<file path="src/rtl/uart_tx_arbiter_if.sv">
// uart_tx_arbiter_if: request/grant and UART-side bundle for uart_tx_arbiter.
// Ports: req/data_in (requesters -> arbiter), gnt/grant_id/busy (arbiter -> requesters),
//        tx_start/datain_tx (arbiter -> UART transmitter).
interface uart_tx_arbiter_if #(
  parameter int NUM_REQ = 4,
  parameter int DATA_W  = 7
);
  localparam int IDW = (NUM_REQ > 1) ? $clog2(NUM_REQ) : 1;

  logic [NUM_REQ-1:0]        req;
  logic [NUM_REQ*DATA_W-1:0] data_in;
  logic [NUM_REQ-1:0]        gnt;
  logic [IDW-1:0]            grant_id;
  logic                      tx_start;
  logic [DATA_W-1:0]         datain_tx;
  logic                      busy;

  // Requester side.
  modport master (
    output req, data_in,
    input  gnt, grant_id, tx_start, datain_tx, busy
  );

  // Arbiter side.
  modport slave (
    input  req, data_in,
    output gnt, grant_id, tx_start, datain_tx, busy
  );
endinterface

</file>
<file path="src/rtl/uart_tx_arbiter.sv">
// uart_tx_arbiter: round-robin sharing of one UART transmitter that has no busy output.
// Ports: clk, rst_n (async, active low), bus (uart_tx_arbiter_if.slave).
// Grant one edge after req in IDLE; busy for FRAME_CLKS+GAP_CLKS cycles, requests ignored meanwhile.
// Optional macro UART_TX_ARB_PRIO0_EN: requester 0 always wins and does not move rr_ptr.
module uart_tx_arbiter #(
  parameter int NUM_REQ      = 4,
  parameter int DATA_W       = 7,
  parameter int CLKS_PER_BIT = 521,
  parameter int FRAME_BITS   = 10,
  parameter int GAP_BITS     = 1
) (
  input  logic              clk,
  input  logic              rst_n,
  uart_tx_arbiter_if.slave  bus
);
  localparam int IDW        = (NUM_REQ > 1) ? $clog2(NUM_REQ) : 1;
  localparam int FRAME_CLKS = CLKS_PER_BIT * FRAME_BITS;
  localparam int GAP_CLKS   = CLKS_PER_BIT * GAP_BITS;
  localparam int CNT_MAX    = (FRAME_CLKS > GAP_CLKS) ? FRAME_CLKS : GAP_CLKS;
  localparam int CNT_W      = $clog2(CNT_MAX + 1);

  typedef enum logic [1:0] {IDLE, SEND, GAP} state_t;

  state_t              state, state_n;
  logic [CNT_W-1:0]    cnt, cnt_n;
  logic [IDW-1:0]      rr_ptr, rr_n;
  logic [NUM_REQ-1:0]  gnt_q, gnt_n;
  logic [IDW-1:0]      id_q, id_n;
  logic                start_q, start_n;
  logic [DATA_W-1:0]   dat_q, dat_n;
  logic                busy_q, busy_n;

  // Arbitration signals.
  logic [NUM_REQ-1:0]  req_m;
  logic [IDW:0]        idx_sum;
  logic [IDW-1:0]      cand;
  logic                win_vld;
  logic [IDW-1:0]      win_id;
  logic [IDW-1:0]      rr_adv;

  // Round-robin search from rr_ptr. Offsets are scanned from farthest to
  // nearest so the nearest asserted request overwrites the others and wins.
  always_comb begin
    req_m   = bus.req;
`ifdef UART_TX_ARB_PRIO0_EN
    req_m[0] = 1'b0;
`endif
    win_vld = 1'b0;
    win_id  = '0;
    idx_sum = '0;
    cand    = '0;
    for (int k = NUM_REQ - 1; k >= 0; k--) begin
      idx_sum = {1'b0, rr_ptr} + (IDW+1)'(k);
      if (idx_sum >= (IDW+1)'(NUM_REQ)) idx_sum = idx_sum - (IDW+1)'(NUM_REQ);
      cand = IDW'(idx_sum);
      if (req_m[cand]) begin
        win_vld = 1'b1;
        win_id  = cand;
      end
    end
    rr_adv = (win_id == IDW'(NUM_REQ - 1)) ? '0 : win_id + 1'b1;
`ifdef UART_TX_ARB_PRIO0_EN
    // Requester 0 pre-empts the rotation and leaves the pointer untouched.
    if (bus.req[0]) begin
      win_vld = 1'b1;
      win_id  = '0;
      rr_adv  = rr_ptr;
    end
`endif
  end

  always_comb begin
    state_n = state;
    cnt_n   = cnt;
    rr_n    = rr_ptr;
    gnt_n   = '0;
    start_n = 1'b0;
    id_n    = id_q;
    dat_n   = dat_q;
    busy_n  = busy_q;
    case (state)
      IDLE: begin
        if (win_vld) begin
          state_n = SEND;
          cnt_n   = CNT_W'(FRAME_CLKS - 1);
          gnt_n   = NUM_REQ'(1) << win_id;
          start_n = 1'b1;
          busy_n  = 1'b1;
          id_n    = win_id;
          dat_n   = bus.data_in[win_id*DATA_W +: DATA_W];
          rr_n    = rr_adv;
        end
      end
      SEND: begin
        if (cnt == '0) begin
          if (GAP_BITS != 0) begin
            state_n = GAP;
            cnt_n   = CNT_W'(GAP_CLKS - 1);
          end else begin
            state_n = IDLE;
            busy_n  = 1'b0;
          end
        end else begin
          cnt_n = cnt - 1'b1;
        end
      end
      GAP: begin
        if (cnt == '0) begin
          state_n = IDLE;
          busy_n  = 1'b0;
        end else begin
          cnt_n = cnt - 1'b1;
        end
      end
      default: begin
        state_n = IDLE;
        busy_n  = 1'b0;
      end
    endcase
  end

  always_ff @(posedge clk or negedge rst_n) begin
    if (!rst_n) begin
      state   <= IDLE;
      cnt     <= '0;
      rr_ptr  <= '0;
      gnt_q   <= '0;
      id_q    <= '0;
      start_q <= 1'b0;
      dat_q   <= '0;
      busy_q  <= 1'b0;
    end else begin
      state   <= state_n;
      cnt     <= cnt_n;
      rr_ptr  <= rr_n;
      gnt_q   <= gnt_n;
      id_q    <= id_n;
      start_q <= start_n;
      dat_q   <= dat_n;
      busy_q  <= busy_n;
    end
  end

  assign bus.gnt       = gnt_q;
  assign bus.grant_id  = id_q;
  assign bus.tx_start  = start_q;
  assign bus.datain_tx = dat_q;
  assign bus.busy      = busy_q;
endmodule

</file>
<file path="src/flat_wrapper.sv">
// flat-port wrapper written by rule: the top's interface ports become plain ports
module uart_tx_arbiter_flat 
#(
  parameter int NUM_REQ      = 4,
  parameter int DATA_W       = 7,
  parameter int CLKS_PER_BIT = 521,
  parameter int FRAME_BITS   = 10,
  parameter int GAP_BITS     = 1
)
  (clk, rst_n, bus_req, bus_data_in, bus_gnt, bus_grant_id, bus_tx_start, bus_datain_tx, bus_busy);
  uart_tx_arbiter_if #(.NUM_REQ(NUM_REQ), .DATA_W(DATA_W)) bus_i ();
  input  logic clk;
  input  logic rst_n;
  input wire logic [$bits(bus_i.req)-1:0] bus_req;
  input wire logic [$bits(bus_i.data_in)-1:0] bus_data_in;
  output wire logic [$bits(bus_i.gnt)-1:0] bus_gnt;
  output wire logic [$bits(bus_i.grant_id)-1:0] bus_grant_id;
  output wire logic [$bits(bus_i.tx_start)-1:0] bus_tx_start;
  output wire logic [$bits(bus_i.datain_tx)-1:0] bus_datain_tx;
  output wire logic [$bits(bus_i.busy)-1:0] bus_busy;
  assign bus_i.req = bus_req;
  assign bus_i.data_in = bus_data_in;
  assign bus_gnt = bus_i.gnt;
  assign bus_grant_id = bus_i.grant_id;
  assign bus_tx_start = bus_i.tx_start;
  assign bus_datain_tx = bus_i.datain_tx;
  assign bus_busy = bus_i.busy;
  uart_tx_arbiter #(.NUM_REQ(NUM_REQ), .DATA_W(DATA_W), .CLKS_PER_BIT(CLKS_PER_BIT), .FRAME_BITS(FRAME_BITS), .GAP_BITS(GAP_BITS)) u_core (.clk(clk), .rst_n(rst_n), .bus(bus_i));
endmodule
</file>
<file path="config.mk">
export PLATFORM = sky130hd
export DESIGN_NAME = uart_tx_arbiter_flat
export DESIGN_NICKNAME = d
export VERILOG_FILES = /design/src/rtl/uart_tx_arbiter_if.sv /design/src/rtl/uart_tx_arbiter.sv /design/src/flat_wrapper.sv
export SDC_FILE = /design/constraint.sdc
export NUM_CORES = 1
export LEC_CHECK = 0
export CAP_MARGIN = 10
export CELL_PAD_IN_SITES_DETAIL_PLACEMENT = 1
export CELL_PAD_IN_SITES_GLOBAL_PLACEMENT = 1
export CORE_ASPECT_RATIO = 1.2
export CORE_UTILIZATION = 30
export CTS_CLUSTER_DIAMETER = 150
export DETAILED_ROUTE_END_ITERATION = 12
export DONT_BUFFER_PORTS = 1
export MAX_ROUTING_LAYER = met4
export PLACE_DENSITY = 0.61
export SLEW_MARGIN = 15
export SYNTH_ARGS = -nofsm -noshare
export SYNTH_HDL_FRONTEND = slang
export SYNTH_SLANG_ARGS = --single-unit
</file>
<file path="constraint.sdc">
create_clock -name clk -period 4.8 [get_ports clk]
set_input_delay 0.48 -clock clk [delete_from_list [all_inputs] [get_ports clk]]
set_output_delay 0.48 -clock clk [all_outputs]
set_load 0.02 [all_outputs]
</file>
Word-level counts from Yosys, hierarchy flattened
Index checks and enable logic that the tools add are counted.

Flip-flop bits (word level): 32. Output and inout port bits: 15.

$add $sub $neg: 9. Multiply operators: 1. $lt $le $gt $ge: 8. Equality and inequality tests: 7. Shift-type cells: 2. Multiplexer cells: 36. Bitwise gates (word level): 1. Reductions and logical operators: 7.

Operators with widths (number): two-way mux 13 bit (3); one-hot mux 13 bit (3 select lines) (1); variable part select 28 x 6 -> 7 bit (1); two-way mux 2 bit (12); zero test 13 bit (1); subtractor 13 x 1 -> 13 bit (second input constant) (1); < comparator 2 x 3 -> 1 bit (second input constant) (4); two-way mux 1 bit (12); >= comparator 3 bit (second input constant) (3); AND reduction 3 bit (3); binary-select mux 1 bit (select 2 bit) (4); two-way mux 4 bit (2); subtractor 2 x 1 -> 2 bit (second input constant) (4); adder 2 x 2 -> 3 bit (second input constant) (2); != test 2 x 1 -> 1 bit (second input constant) (3); one-hot mux 2 bit (3 select lines) (1); multiplier 2 x 3 -> 5 bit (second input constant) (1); equality test 2 bit (second input constant) (2); << shifter 1 x 2 -> 4 bit (first input constant) (1); adder 2 x 1 -> 3 bit (second input constant) (1); >= comparator 2 x 3 -> 1 bit (second input constant) (1); one-hot mux 1 bit (3 select lines) (1); nonzero test 3 bit (1); adder 2 x 1 -> 2 bit (second input constant) (1); 5 further kinds (5).

Depth between registers and ports, before layout
Depth after elaboration: 12. Depth in mapped cells: 8. Gate-level depth less buffers: 7.

Worst setup path before layout
OpenSTA, ideal clock, no wires.

Path type: reg2reg. From: register u_core.state[0]. To: register u_core.cnt[11]. Library setup time: 0.124 ns. Arrival time: 2.156 ns. Data required time: 4.676 ns. Setup slack: 2.520 ns. Stages on the path, launching flop included: 9. Buffers on the path: 1. Period minus slack after synthesis: 2.280 ns. Cell sequence: dfrtp_1 > inv_1 > ha_1 > or4_1 > o41ai_4 > nand2b_1 > buf_6 > nor2_2 > a211o_1.

Cells in the longest elaborated chain, start to end: 3. Elaborated cells between the ends (all ways): 8. Classes of those cells: eq/ne: 4; mux: 1; reduce/logical: 3.

Ends and longest elaborated chain: start, declared (RTL line uart_tx_arbiter.sv:24) `state_t state, state_n;`; start signal, assigned (RTL line uart_tx_arbiter.sv:133) `state <= state_n;`; equality test 2 bit, or another cell as far along (RTL line uart_tx_arbiter.sv:81) `case (state)`; != test 2 bit (no source line), or another cell as far along; AND reduction 3 bit (no source line); end signal, assigned (RTL line uart_tx_arbiter.sv:134) `cnt <= cnt_n;`; end, declared (RTL line uart_tx_arbiter.sv:25) `logic [CNT_W-1:0] cnt, cnt_n;`.

Parallel ways exist; a longest one is shown, timed or not. A chain may end at the register's enable or synchronous reset.

Worst setup path after layout
Ends and elaborated chain as after synthesis.

==> results.py <==
metrics = {
    "run_status": {
        "status": "complete, no violations",
    },
    "layout": {
        "seq_area_um2": 801,
        "num_antenna_cells": 0,
        "nFillCells": 719,
        "final_cells": 298,
        "multi_input_area_um2": 1090,
        "drive_above_1_share_pct": 10.6,
        "final_cell_mix": "32 x dfrtp_1, 24 x nand2_1, 18 x nor2_1, 15 x a211oi_1, 13 x o21ai_0",
        "final_common_cell": "dfrtp_1",
        "area_growth_syn_to_layout_pct": 10.7,
        "nNetsFinal": 259,
    },
    "drt": {
        "antenna_left": 0,
        "viasPerCell": 5.46,
        "drc": 0,
        "avgRoutedWirePerCell_um": 17.1,
        "wirelength_um": 5100,
        "dr.pass1.iters": 4,
        "vias": 1626,
        "drt_iter0_drc": 64,
    },
    "clock_network": {
        "clk_path_buf_depth": 2,
        "ctsResizeCount": 0,
        "root_buffer": "clkbuf_8",
        "postCtsHoldBufs": 1,
        "path_clk_slew_ns": 0.08,
        "cts_tree": "yes",
        "cts_buffers": 5,
        "clk_latency_ns": 0.29,
        "post_cts_buffers": 0,
        "numClockSinks": 32,
        "htreeDepth": 2,
    },
    "synthesis": {
        "yosysUniqueCellTypes": 51,
        "synth_compound_area_share_pct": 21.0,
        "synth_top_area_cell": "dfrtp_1",
        "syn_avg_cell_area_um2": 9.29,
        "synth_cells": 212,
        "synth-adder-area-share_pct": 6.35,
        "synth_ff_type": "dfrtp_1",
        "ys_top_cells_by_area": "dfrtp_1 41%, ha_1 6.4%, a211oi_1 5.7%, nand2_1 4.6%, mux2i_1 4.1%",
        "synth_xor_area_share_pct": 0.445,
        "synthArstFlopShare_pct": 100,
        "syn_nets": 256,
        "synth_top_family_by_area": "simple AND/OR/NAND/NOR gates",
        "synth_top_area_share_pct": 40.7,
        "muxShareOfSynthArea_pct": 4.64,
        "syn_area_um2": 1970,
        "yosysWarnings": 0,
        "yosysSeqAreaShare_pct": 40.7,
        "synth-edff-count": 0,
        "ys_seq_elements": 32,
        "synthSimpleGateAreaFrac_pct": 22.9,
    },
    "timing": {
        "grt_setup_unrepaired": "no",
        "post-route-min-period_ns": 2.60,
        "setup_violations": 0,
        "worst_pin_slew_ns": 0.873,
        "drv_slew": 0,
        "min_period_over_period_pct": 54.1,
        "fin_skew_ns": 0.00957,
        "hold_viol": 0,
        "fmax_mhz": 385,
        "setup-tns-final_ns": 0,
        "slew_headroom_pct": 41.3,
    },
    "grt": {
        "grt.overflow.total": 0,
        "grt_start_max_net_pins": 33,
        "antenna_found_initial": 0,
        "grt_pass1_wl_um": 8710,
        "grt_pass1_vias": 1700,
        "grt_use_total_pct": 16.4,
    },
    "power_and_ir_drop": {
        "pwr_density_cell_nw_per_um2": 616,
        "vdd_ir_drop_max_mv": 0.256,
        "p_leak_nw": 0.925,
    },
    "floorplanning": {
        "die_h_um": 90.8,
        "fp.dieW_um": 76.0,
        "dieArea_um2": 6890,
        "core_um2": 6170,
        "rows": 31,
        "io_pins": 49,
        "start_util_pct": 31.9,
    },
    "place": {
        "place.gp.congestion": 0.740,
        "place_inst": 289,
        "port_buffers": 0,
        "dp_hpwl_um": 3710,
    },
    "critical_path": {
        "crit_buf_inv": 1,
        "worstSetupStartpointType": "flip-flop",
        "arrival_ns": 2.77,
        "worstPathMaxFanout": 10,
        "cpLargestDelayFamily": "simple AND/OR/NAND/NOR gates",
        "crit_slowest_cell": "or4_1",
        "cp_data_required_time_ns": 4.98,
        "path_class": "flip-flop to flip-flop",
        "end_kind": "flip-flop",
        "path_cells": "inv_1 > ha_1 > or4_1 > o41ai_4 > nand2b_1 > nor2_2 > a211o_1",
        "slowest_delay_ns": 0.57,
    },
    "flow_run": {
        "maxCapViolCount": 0,
    },
    "worst_hold_path": {
        "hp-class": "input port to async pin",
    },
}
path summary, 6_finish.rpt:
kind / start / endpoint / slack [ns] / depth (start not counted)
min in group clk: bus_data_in[24] / u_core.bus.datain_tx[3]$_DFFE_PN0P_ / 0.42 / 2
worst min register to register: u_core.cnt[10]$_DFFE_PN0P_ / u_core.cnt[10]$_DFFE_PN0P_ / 0.53 / 1
worst max-delay path: u_core.state[0]$_DFFE_PN0P_ / u_core.cnt[11]$_DFFE_PN0P_ / 2.20 / 7
max in group asynchronous: rst_n / u_core.cnt[3]$_DFFE_PN0P_ / 4.61 / 1
worst min-delay path: rst_n / u_core.cnt[12]$_DFFE_PN0P_ / 0.02 / 1
worst max register to register: u_core.state[0]$_DFFE_PN0P_ / u_core.cnt[11]$_DFFE_PN0P_ / 2.20 / 7
cell usage after synthesis, types with 3 or more instances:
master / n
mux2i_1: 8
a211oi_1: 15
inv_1: 11
and2_1: 4
a22o_1: 3
dfrtp_1: 32
o21ai_0: 13
nor4_1: 4
nand2b_1: 4
a21oi_1: 7
ha_1: 10
buf_2: 3
nand2_1: 24
or2_2: 3
nor2b_1: 4
nor3_1: 9
nor2_1: 18
layout make-up:
class | instances | area share [%]
multi-input combinational | 162 | 50.0
sequential | 32 | 36.7
tap | 82 | 4.70
clock buffer | 5 | 3.16
clock inverter | 3 | 2.12
inverter | 12 | 2.07
timing repair buffer | 2 | 1.26
metal layers:
| layer | GRT usage [%] | up-vias | share of wire, % | wire length [um] |
|---|---|---|---|---|
| met1 | 19.1 | 803 | 44 | 2250 |
| met2 | 28.7 | 38 | 51 | 2610 |
| met3 | 3.33 | 4 | 4.1 | 210 |
| met5 | - | - | 0 | 0 |
| li1 | - | 781 | - | - |
| met4 | 3.85 | 0 | 0.63 | 32 |
cells by family (layout without fill, tap and decap cells):
| logic type | Yosys count | after routing |
|---|---|---|
| XOR/XNOR | 1 | 1 |
| flip-flops | 32 | 32 |
| AND/OR/NAND/NOR | 85 | 85 |
| adder cells (fa/ha/maj) | 10 | 10 |
| AO/OA/AOI/OAI | 57 | 57 |
| buffers and inverters | 18 | 22 |
| multiplexers | 9 | 9 |
sequential cells by signal, summed over array words and instances, names as in the netlist:
register / count
u_core.bus.grant_id: 2
u_core.rr_ptr: 2
u_core.bus.gnt: 4
u_core.state: 2
u_core.bus.tx_start: 1
u_core.bus.datain_tx: 7
u_core.bus.busy: 1
u_core.cnt: 13
metrics by stage:
stage / hold slack (ns) / setup WS (ns) / utilization, % / area (um2) / power, W
6_report: 0.0154 / 2.20 / 35.4 / 2180 / 0.00134
2_1_floorplan: 0.184 / 2.52 / - / 1970 / 0.000953
5_1_grt: 0.0166 / 2.04 / 35.4 / 2180 / 0.00146
3_3_place_gp: 0.186 / 2.07 / 33.2 / 2050 / 0.00107
3_5_place_dp: 0.185 / 2.07 / 33.2 / 2050 / 0.00108
4_1_cts: 0.0120 / 2.18 / 35.4 / 2180 / 0.00137
worst register-to-register path, stage by stage (launching register included):
cell and delay (ns):
dfrtp_1 0.39, inv_1 0.08, ha_1 0.27, or4_1 0.57, o41ai_4 0.46, nand2b_1 0.39
nor2_2 0.07, a211o_1 0.26
power breakdown:
| part | internal [W] | switching (W) | leakage [nW] |
|---|---|---|---|
| combinational | 0.000219 | 0.000312 | 0.480 |
| clock | 0.000156 | 0.000115 | 0.0548 |
| sequential | 0.000375 | 0.000166 | 0.390 |
Note: power is estimated with default switching activity, not from simulation.
